`config.mk`:
```
export PLATFORM = sky130hd
export DESIGN_NAME = serial_byte_subtractor_flat
export DESIGN_NICKNAME = d
export VERILOG_FILES = /design/src/rtl/serial_byte_subtractor_pkg.sv /design/src/rtl/serial_byte_subtractor_if.sv /design/src/rtl/serial_byte_subtractor_full_subtractor.sv /design/src/rtl/serial_byte_subtractor.sv /design/src/flat_wrapper.sv
export SDC_FILE = /design/constraint.sdc
export NUM_CORES = 1
export LEC_CHECK = 0
export CAP_MARGIN = 20
export CORE_UTILIZATION = 40
export DETAILED_ROUTE_END_ITERATION = 6
export PLACE_DENSITY = 0.6
export SLEW_MARGIN = 20
export SYNTH_ARGS = -nofsm -noshare
export SYNTH_HDL_FRONTEND = slang
export SYNTH_SLANG_ARGS = --single-unit
```
`constraint.sdc`:
```
create_clock -name clk -period 1.7 [get_ports clk]
set_input_delay 0.255 -clock clk [delete_from_list [all_inputs] [get_ports clk]]
set_output_delay 0.255 -clock clk [all_outputs]
set_load 0.02 [all_outputs]
```
`src/rtl/serial_byte_subtractor_pkg.sv`:
```
// Shared types and constants for the bit-serial subtractor.
package serial_byte_subtractor_pkg;

  localparam int unsigned DEFAULT_WIDTH = 8;

  typedef enum logic [1:0] {
    IDLE = 2'd0,
    RUN  = 2'd1,
    DONE = 2'd2
  } state_e;

endpackage

```
`src/rtl/serial_byte_subtractor_if.sv`:
```
// Request/result bundle between a requester and the serial subtractor.
interface serial_byte_subtractor_if #(
  parameter int unsigned WIDTH = serial_byte_subtractor_pkg::DEFAULT_WIDTH
);

  logic             start;
  logic [WIDTH-1:0] in0;
  logic [WIDTH-1:0] in1;
  logic             bin;
  logic [WIDTH-1:0] out;
  logic             bout;
  logic             busy;
  logic             done;

  modport master (
    output start, in0, in1, bin,
    input  out, bout, busy, done
  );

  modport slave (
    input  start, in0, in1, bin,
    output out, bout, busy, done
  );

endinterface

```
`src/rtl/serial_byte_subtractor_full_subtractor.sv`:
```
// One-bit full subtractor: the per-step datapath of the serial subtractor.
module full_subtractor (
  input  logic a,
  input  logic b,
  input  logic bin,
  output logic d,
  output logic bout
);

  assign d    = a ^ b ^ bin;
  assign bout = (~a & b) | (~(a ^ b) & bin);

endmodule

```
`src/rtl/serial_byte_subtractor.sv`:
```
// Bit-serial subtractor: out = in0 - in1 - bin, one bit per clock, LSB first.
module serial_byte_subtractor
  import serial_byte_subtractor_pkg::*;
#(
  parameter int unsigned WIDTH = DEFAULT_WIDTH
) (
  input logic                      clk,
  input logic                      rst,
  serial_byte_subtractor_if.slave  bus
);

  localparam int unsigned      CNT_W     = $clog2(WIDTH) + 1;
  localparam logic [CNT_W-1:0] LAST_STEP = CNT_W'(WIDTH - 1);

  state_e             state_q, state_d;
  logic [CNT_W-1:0]   cnt_q, cnt_d;
  logic [WIDTH-1:0]   a_q, a_d;
  logic [WIDTH-1:0]   b_q, b_d;
  logic [WIDTH-1:0]   diff_q, diff_d;
  logic               br_q, br_d;
  logic [WIDTH-1:0]   out_q, out_d;
  logic               bout_q, bout_d;
  logic               busy_q, busy_d;
  logic               done_q, done_d;

  logic               step_d;
  logic               step_bout;

  full_subtractor u_fs (
    .a    (a_q[0]),
    .b    (b_q[0]),
    .bin  (br_q),
    .d    (step_d),
    .bout (step_bout)
  );

  always_ff @(posedge clk) begin
    if (rst) begin
      state_q <= IDLE;
      cnt_q   <= '0;
      a_q     <= '0;
      b_q     <= '0;
      diff_q  <= '0;
      br_q    <= 1'b0;
      out_q   <= '0;
      bout_q  <= 1'b0;
      busy_q  <= 1'b0;
      done_q  <= 1'b0;
    end else begin
      state_q <= state_d;
      cnt_q   <= cnt_d;
      a_q     <= a_d;
      b_q     <= b_d;
      diff_q  <= diff_d;
      br_q    <= br_d;
      out_q   <= out_d;
      bout_q  <= bout_d;
      busy_q  <= busy_d;
      done_q  <= done_d;
    end
  end

  // Operands shift right while the difference fills in from the MSB end.
  always_comb begin
    state_d = state_q;
    cnt_d   = cnt_q;
    a_d     = a_q;
    b_d     = b_q;
    diff_d  = diff_q;
    br_d    = br_q;
    out_d   = out_q;
    bout_d  = bout_q;
    busy_d  = busy_q;
    done_d  = 1'b0;

    case (state_q)
      IDLE: begin
        if (bus.start) begin
          state_d = RUN;
          cnt_d   = '0;
          a_d     = bus.in0;
          b_d     = bus.in1;
          br_d    = bus.bin;
          diff_d  = '0;
          busy_d  = 1'b1;
        end
      end

      RUN: begin
        a_d    = {1'b0, a_q[WIDTH-1:1]};
        b_d    = {1'b0, b_q[WIDTH-1:1]};
        br_d   = step_bout;
        diff_d = {step_d, diff_q[WIDTH-1:1]};
        cnt_d  = cnt_q + CNT_W'(1);
        if (cnt_q == LAST_STEP) begin
          state_d = DONE;
          out_d   = {step_d, diff_q[WIDTH-1:1]};
          bout_d  = step_bout;
          done_d  = 1'b1;
        end
      end

      DONE: begin
        state_d = IDLE;
        busy_d  = 1'b0;
      end

      default: begin
        state_d = IDLE;
        busy_d  = 1'b0;
      end
    endcase
  end

  assign bus.out  = out_q;
  assign bus.bout = bout_q;
  assign bus.busy = busy_q;
  assign bus.done = done_q;

endmodule

```
`src/flat_wrapper.sv`:
```
// flat-port wrapper written by rule: the top's interface ports become plain ports
module serial_byte_subtractor_flat import serial_byte_subtractor_pkg::*;
#(
  parameter int unsigned WIDTH = DEFAULT_WIDTH
)
  (clk, rst, bus_start, bus_in0, bus_in1, bus_bin, bus_out, bus_bout, bus_busy, bus_done);
  serial_byte_subtractor_if #(.WIDTH(WIDTH)) bus_i ();
  input logic clk;
  input logic rst;
  input wire logic [$bits(bus_i.start)-1:0] bus_start;
  input wire logic [$bits(bus_i.in0)-1:0] bus_in0;
  input wire logic [$bits(bus_i.in1)-1:0] bus_in1;
  input wire logic [$bits(bus_i.bin)-1:0] bus_bin;
  output wire logic [$bits(bus_i.out)-1:0] bus_out;
  output wire logic [$bits(bus_i.bout)-1:0] bus_bout;
  output wire logic [$bits(bus_i.busy)-1:0] bus_busy;
  output wire logic [$bits(bus_i.done)-1:0] bus_done;
  assign bus_i.start = bus_start;
  assign bus_i.in0 = bus_in0;
  assign bus_i.in1 = bus_in1;
  assign bus_i.bin = bus_bin;
  assign bus_out = bus_i.out;
  assign bus_bout = bus_i.bout;
  assign bus_busy = bus_i.busy;
  assign bus_done = bus_i.done;
  serial_byte_subtractor #(.WIDTH(WIDTH)) u_core (.clk(clk), .rst(rst), .bus(bus_i));
endmodule
```
# After elaboration in Yosys (flattened, before gate mapping)
# Cells that the tools add are included.
# totals
out_inout_bits,11
word_cells,46
in_bits,20
reg_bits,42
# classes
bitwise,8
n_eq_ne,4
mux,16
n_reduce_logical,7
addsub,1
# ops
op,count
$pmux W8 S2,3
$mux W8,3
$pmux W4 S2,1
$reduce_and A2 Y1,4
$add A4 B1 Y4 const B,1
$eq A4 B3 Y1 const B,1
$mux W2,2
$mux W4,1
$pmux W1 S2,2
$pmux W2 S2,1
$mux W1,3
$not A1 Y1,3
$and A1 B1 Y1,2
$eq A2 B1 Y1 const B,1
$logic_not A2 Y1,1
$ne A2 B1 Y1 const B,1
$ne A2 B2 Y1 const B,1
$reduce_bool A2 Y1,1
$reduce_or A2 Y1,1
$xor A1 B1 Y1,2
$or A1 B1 Y1,1

# Longest topological paths before layout
# depth
ltp_word,5
depth_mapped,5
ltp_nobuf,5

# By module
# Synthesis repeated with hierarchy kept, for this count alone.
# unflattened
cells_unflattened,191
area_unflattened_um2,1804.2
# by_module_without_submodules
module,cells_each,area_each_um2,instances,seq_area_each_um2
serial_byte_subtractor,187,1773.0,1,820.8
full_subtractor,4,31.3,1,0.0

# Worst setup path after synthesis
# Ideal clock, no wire load.
# synth_timing
kind,register to register
start,register u_core.cnt_q[0]
end,"register u_core.bout_q, in the netlist u_core.bus.bout"
arrival_time_ps,1205
t_required_ps,1579
path_buffers,1
setup_ps,121
synth_period_minus_slack_ps,1327
setup_slack_ps,373
stages_incl_launch_ff,6
cell_sequence,dfxtp_1 > ha_1 > nand2_1 > nor3_2 > buf_6 > mux2_4
# synth_between
elab_chain_len,2
# synth_lines
element,line_no,text
start: declaration,serial_byte_subtractor.sv:16,"logic [CNT_W-1:0] cnt_q, cnt_d;"
start signal: assignment,serial_byte_subtractor.sv:51,cnt_q <= cnt_d;
$eq A4 B3 Y1,serial_byte_subtractor.sv:95,if (cnt_q == LAST_STEP) begin
$reduce_and A2 Y1 (no source line),--,
end signal: assignment,serial_byte_subtractor.sv:57,bout_q <= bout_d;
end: declaration,serial_byte_subtractor.sv:22,"logic bout_q, bout_d;"
# Every way passes these cells.
# A chain may end at the register's enable or synchronous reset.

# Worst setup path in the final report
# layout_timing
start,"register u_core.out_q[1], in the netlist u_core.bus.out[1]"
end,output bus_out[1]
# layout_rtl
element,line_no,text
start: declaration,serial_byte_subtractor.sv:21,"logic [WIDTH-1:0] out_q, out_d;"
start signal: assignment,serial_byte_subtractor.sv:56,out_q <= out_d;
end: declaration,flat_wrapper.sv:14,output wire logic [$bits(bus_i.out)-1:0] bus_out;
# No word-level cell between the ends.

==> flow_metrics.env <==
export IMPL_worstSetupPathType="reg -> out"
export IMPL_drcViolationCount=0
export IMPL_power_total_w=0.00195
export IMPL_place_ws_ns=0.0583
export IMPL_min_to="u_core.bus.out[4]"
export IMPL_die_area_um2=5110
export IMPL_maxSlewHeadroom=0.737
export IMPL_dp_hpwl_mm=2.48
export IMPL_cpMaxStageDelayCell="clkdlybuf4s50_1"
export IMPL_crit_path_cell_trace="clkdlybuf4s50_1"
export IMPL_ios=31
export IMPL_hold_violations=0
export IMPL_critical_path_buf_inv_count=1
export IMPL_cts_max_path_buffers=2
export IMPL_cts_sinks=41
export IMPL_htree_levels=2
export IMPL_fin_worst_skew_ns=0.00632
export IMPL_cts_setup_buffers=0
export IMPL_cpPeakStageDelay_ns=0.60
export IMPL_grt_pass1_vias=1468
export IMPL_yosys_area_share_adder=0.0169
export IMPL_syn_num_nets=230
export IMPL_clkLatencyLatePin_ns=0.29
export IMPL_ff2ff_path_depth=5
export IMPL_area_delta_synth_final_pct=22.8
export IMPL_cp_required_ns=1.44
export IMPL_min_from="u_core.bus.out[4]"
export IMPL_synth_seq_cells=41
export IMPL_min_period_over_period=0.876
export IMPL_first_pass_iters=4
export IMPL_final_util=0.526
export IMPL_cts_resized=0
export IMPL_cts_inserted_buffers=5
export IMPL_final_fill_count=427
export IMPL_dieHeight_um=71.5
export IMPL_diodes=0
export IMPL_layout_common_cells="dfxtp_1, nand2b_1, clkdlybuf4s50_1"
export IMPL_whs_ns=0.471
export IMPL_routedWlPerCell_um=13.0
export IMPL_vias=1529
export IMPL_cts_tree="yes"
export IMPL_crit_family="buffers and inverters"
export IMPL_met3_usage=0.0366
export IMPL_min_path_cells=2
export IMPL_synth_top_family_by_area="simple AND/OR/NAND/NOR gates"
export IMPL_synth_cell_types=29
export IMPL_min_path_type="reg -> reg"
export IMPL_slew_violations=0
export IMPL_yosys_area_share_simple=0.336
export IMPL_grt_util_met1=0.200
export IMPL_place_congestion=0.725
export IMPL_core_um2=4500
export IMPL_viasPerCell=5.33
export IMPL_clkTransAtPathRegs_ns=0.08
export IMPL_r2r_start="u_core.cnt_q[0]"
export IMPL_top_usage_layer="met2"
export IMPL_seq_area_um2=821
export IMPL_syn_area_um2=1930
export IMPL_rsz0062_at_grt="no"
export IMPL_nNetsFinal=257
export IMPL_syn_avg_cell_area_um2=9.28
export IMPL_r2r_end="u_core.bus.out[3]"
export IMPL_synthCells=208
export IMPL_antenna_found_initial=0
export IMPL_drtIter0Drc=93
export IMPL_final_common_cell="dfxtp_1"
export IMPL_multi_input_comb_area_um2=997
export IMPL_globalRouteOverflowTotal=0
export IMPL_start_util=0.429
export IMPL_grt_max_degree=35
export IMPL_rows=24
export IMPL_setup_ws_ns=0.210
export IMPL_finalSetupTns_ns=0
export IMPL_synth_seq_area_share=0.425
export IMPL_postRouteAntennaNets=0
export IMPL_power_density_nw_per_um2=821
export IMPL_wirelength_mm=3.75
export IMPL_crit_path_start_kind="flip-flop"
export IMPL_grt_total_usage=0.162
export IMPL_max_cap_violations=0
export IMPL_ir_worst_vdd_mv=0.569
export IMPL_root_buffer="clkbuf_8"
export IMPL_yosys_warnings=0
export IMPL_run_status="complete, no violations"
export IMPL_use_met2=0.265
export IMPL_cp_data_arrival_time_ns=1.23
export IMPL_end_kind="output pin"
export IMPL_drive_above_1_share=0.119
export IMPL_ctsHoldBuffers=0
export IMPL_grt_pass1_wl_mm=6.47
export IMPL_synth_compound_gate_area_share=0.110
export IMPL_die_width_um=71.5
export IMPL_post_synth_mux_area_share=0.0544
export IMPL_worstPathMaxFanout=2
export IMPL_reg2reg_slack_ns=0.26
export IMPL_p_leak_nw=0.843
export IMPL_worst_pin_slew_ns=0.394
export IMPL_io_buffers=30
export IMPL_period_needed_ns=1.49
export IMPL_setup_violations=0
export IMPL_synth_xor_area_frac=0
export IMPL_max_freq_mhz=671
[power breakdown]
group / internal, W / switching (W) / total (W) / leakage [nW]
registers: 0.00100 / 0.0000242 / 0.00103 / 0.335
logic: 0.000147 / 0.000132 / 0.000280 / 0.464
clock network: 0.000322 / 0.000318 / 0.000640 / 0.0443
total: 0.00147 / 0.000475 / 0.00195 / 0.843
[state kept, by name, summed over array words and instances (netlist names)]
name             cells
u_core.a_q           8
u_core.b_q           8
u_core.bus.out       8
u_core.diff_q        7
u_core.cnt_q         4
u_core.state_q       2
u_core.br_q          1
u_core.bus.bout      1
u_core.bus.busy      1
u_core.bus.done      1
[synthesized netlist by cell type, drive strengths merged]
library cell / count / area (um^2)
dfxtp: 41 / 821
nand2b: 31 / 194
a22oi: 10 / 75.1
buf: 11 / 77.6
nand3b: 2 / 15.0
ha: 1 / 12.5
a211oi: 2 / 15.0
o21bai: 1 / 18.8
nor4: 3 / 18.8
nand2: 4 / 15.0
nand3: 2 / 10.0
nor2b: 2 / 12.5
nor3: 16 / 135
or3: 1 / 6.26
clkbuf: 6 / 23.8
o21ba: 1 / 10.0
nor3b: 1 / 12.5
or3b: 15 / 131
a31oi: 2 / 12.5
fa: 1 / 20.0
a21oi: 16 / 80.1
inv: 3 / 11.3
nor2: 26 / 97.6
mux2: 1 / 15.0
mux2i: 9 / 90.1
[stage by stage]
step / cell area, um^2 / instances
finish: 2370 / 287
detailed placement: 2280 / 280
CTS: 2370 / 287
global placement: 2280 / 280
floorplan: 1930 / 208
global route: 2370 / 287
[cells by family (layout without fill, tap and decap cells)]
| group | after synthesis | count (layout) |
|---|---|---|
| simple gates | 103 | 103 |
| flops | 41 | 41 |
| compound gates | 32 | 32 |
| buf+inv | 20 | 47 |
| mux | 10 | 10 |
| fa+ha+maj | 2 | 2 |
[worst max path at each step]
| stage | startpoint | to | slack (ns) | depth (start not counted) |
|---|---|---|---|---|
| 3_5_place_dp | bus_start | u_core.b_q[4] | 0.06 | 5 |
| 5_1_grt | u_core.cnt_q[0] | u_core.bus.out[3] | 0.11 | 5 |
| 6_report | u_core.bus.out[1] | bus_out[1] | 0.21 | 1 |
| 2_1_floorplan | u_core.cnt_q[0] | u_core.bus.bout | 0.37 | 5 |
| 3_3_place_gp | bus_start | u_core.a_q[0] | 0.07 | 5 |
| 4_1_cts | u_core.bus.busy | bus_busy | 0.21 | 1 |
[layer usage]
layer | wire [um] | part of all wire | vias up
met4 | 85 | 0.023 | 0
met3 | 166 | 0.044 | 7
met2 | 1690 | 0.45 | 40
li1 | - | - | 766
met5 | 0 | 0 | -
met1 | 1810 | 0.48 | 716
[cell type report]
| class | instances | area share |
|---|---|---|
| tap | 52 | 0.0274 |
| timing repair buffer | 37 | 0.165 |
| multi-input combinational | 147 | 0.421 |
| inverter | 3 | 0.00475 |
| sequential | 41 | 0.346 |
| clock buffer | 7 | 0.0364 |
(Power assumes the default switching activity.)
==> RTL edit: new RTL, config.mk and constraints unchanged <==
Set the package constant `DEFAULT_WIDTH` to 16 (it was 8).
--- a/src/rtl/serial_byte_subtractor_pkg.sv
+++ b/src/rtl/serial_byte_subtractor_pkg.sv
@@ -1,7 +1,7 @@
 // Shared types and constants for the bit-serial subtractor.
 package serial_byte_subtractor_pkg;
 
-  localparam int unsigned DEFAULT_WIDTH = 8;
+  localparam int unsigned DEFAULT_WIDTH = 16;
 
   typedef enum logic [1:0] {
     IDLE = 2'd0,
Ports: changed (resized bus_in0, bus_in1 and bus_out); port bits go from 31 to 55. The function was not compared with the original's and may differ.
==> RTL edit against the unedited design <==
- non-clock buffer count rose by 33
- worst setup slack got worse by 0.086 ns
- hold slack got worse by 0.087 ns
- area after synthesis rose by 71%
- routed wire length rose by 89%
- total power rose by 90%
- design area rose by 74%
- sequential cell count rose by 33
- critical path type is now flip-flop to flip-flop
- critical endpoint is now u_core.bus.out[7]
- largest cell class unchanged
==> RTL edit: results (changes against the unedited design) <==
metric,value,unit,change
status,"finished, final reports clean",,
placed cell areas,3925,sq um,+72%
dpl cells,538,,+92%
worst hold path class,primary input to flip-flop,,
quantity of I/O buffers inserted on ports,54,,+80%
Internal,0.002795,W,+90%
global placement routability congestion,0.6877,,-5.1%
Hold Worst Slack,0.3842,ns,-0.08696 ns
n_taps,102,,+96%
Critical Path AT,1.80,ns,+0.57 ns
critical path peak fanout,16,,+14
# nets final,486,,+89%
first-pass GRT wire length,12.16,mm,+88%
overall power,0.003699,W,+90%
Seq. cell area,1485,sq um,+81%
"Slowest-stage cell, CP",dfxtp_2,,
Static Leak,1.559,nW,+85%
share of layout cells above drive strength 1,0.09292,,-0.02623
drt initial violations,114,,+23%
cell family with most CP delay,simple AND/OR/NAND/NOR gates,,
Multi-In Gates,270,,+84%
Place WS,0.1110,ns,+0.05271 ns
Reg2Reg Depth,7,,+2
Max VDD drop,648.9,uV,+14%
worst stage delay on the critical path,0.34,ns,-0.26 ns
distinct cell type count of the synthesized netlist,37,,+28%
Crit. End Element,flip-flop,,
RR Endpoint,u_core.bus.out[7],,
number of global-route vias before repair,2625,,+79%
worst hold start,rst,,
Final WS setup,0.1242,ns,-0.08617 ns
multi-input gate share of the layout cell area,0.3736,,-0.04698
register area share after synthesis,0.4492,,+0.02402
Clock buf/inv share,0.04965,,+0.01324
P_comb,0.000435,W,+55%
Global Route Usage Sum,0.1745,,+0.01258
H-tree levels,3,,+1
non-clk buf share,0.1665,,+0.001872
Inverters,22,,+19
Hold Path Sink,u_core.b_q[15],,
Final Instance Area,4133,sq um,+74%
"Net Count, Synth",439,,+91%
via count,2817,,+84%
ranking of synthesized cells by area,"dfxtp_1 45%, a21oi_1 10%, nor2_1 7.7%",,
Filler cells,783,,+83%
vias per cell,5.085,,-4.6%
post-synthesis mux area share,0,,-0.05444
adder-cell area share of the yosys netlist,0.01366,,-0.003193
clk_skew,0.006180,ns,-0.0001421 ns
worst skew pair latency,0.34,ns,+0.05 ns
largest net degree at the start of global routing,42,,+20%
Synth Instances,400,,+92%
Synth Area in Compound Gates,0.2386,,+0.1291
routed len/inst,12.81,um,-1.9%
Post-synth top cells,"74 x dfxtp_1, 68 x nor2_1, 66 x a21oi_1, 35 x nand2_1, 22 x inv_1",,
hold path depth,2,,unchanged
Max-slew headroom,0.6665,,-0.07031
sequential power share,0.506,,-0.022
HPWL after DPL,4.509,mm,+82%
-- RTL edit: changes by cell type in the layout (fill, tap and decap cells not counted), sizes merged, moves of 5 or more --
cell	change
dfxtp	+33
a22oi	+6
inv	+19
clkdlybuf4s50	+22
nand2b	-19
o221a	+17
buf	+11
nor2	+42
nand2	+31
clkbuf	+5
a21oi	+50
mux2i	-9
-- RTL edit: per-layer routing --
| layer | vias up | GRT usage | part of all wire |
|---|---|---|---|
| met3 | 7 | 0.03777 | 0.039 |
| met2 | 49 | 0.2819 | 0.46 |
| met4 | 0 | 0.06154 | 0.0085 |
| li1 | 1464 | - | - |
| met5 | - | 0 | 0 |
| met1 | 1297 | 0.2288 | 0.49 |
-- RTL edit: timing repair --
| action | CTS | global route |
|---|---|---|
| hold endpoints to repair | 0 | 0 |
| gates resized for setup | 0 | 2 |
| endpoints found under the setup margin | 0 | 14 |
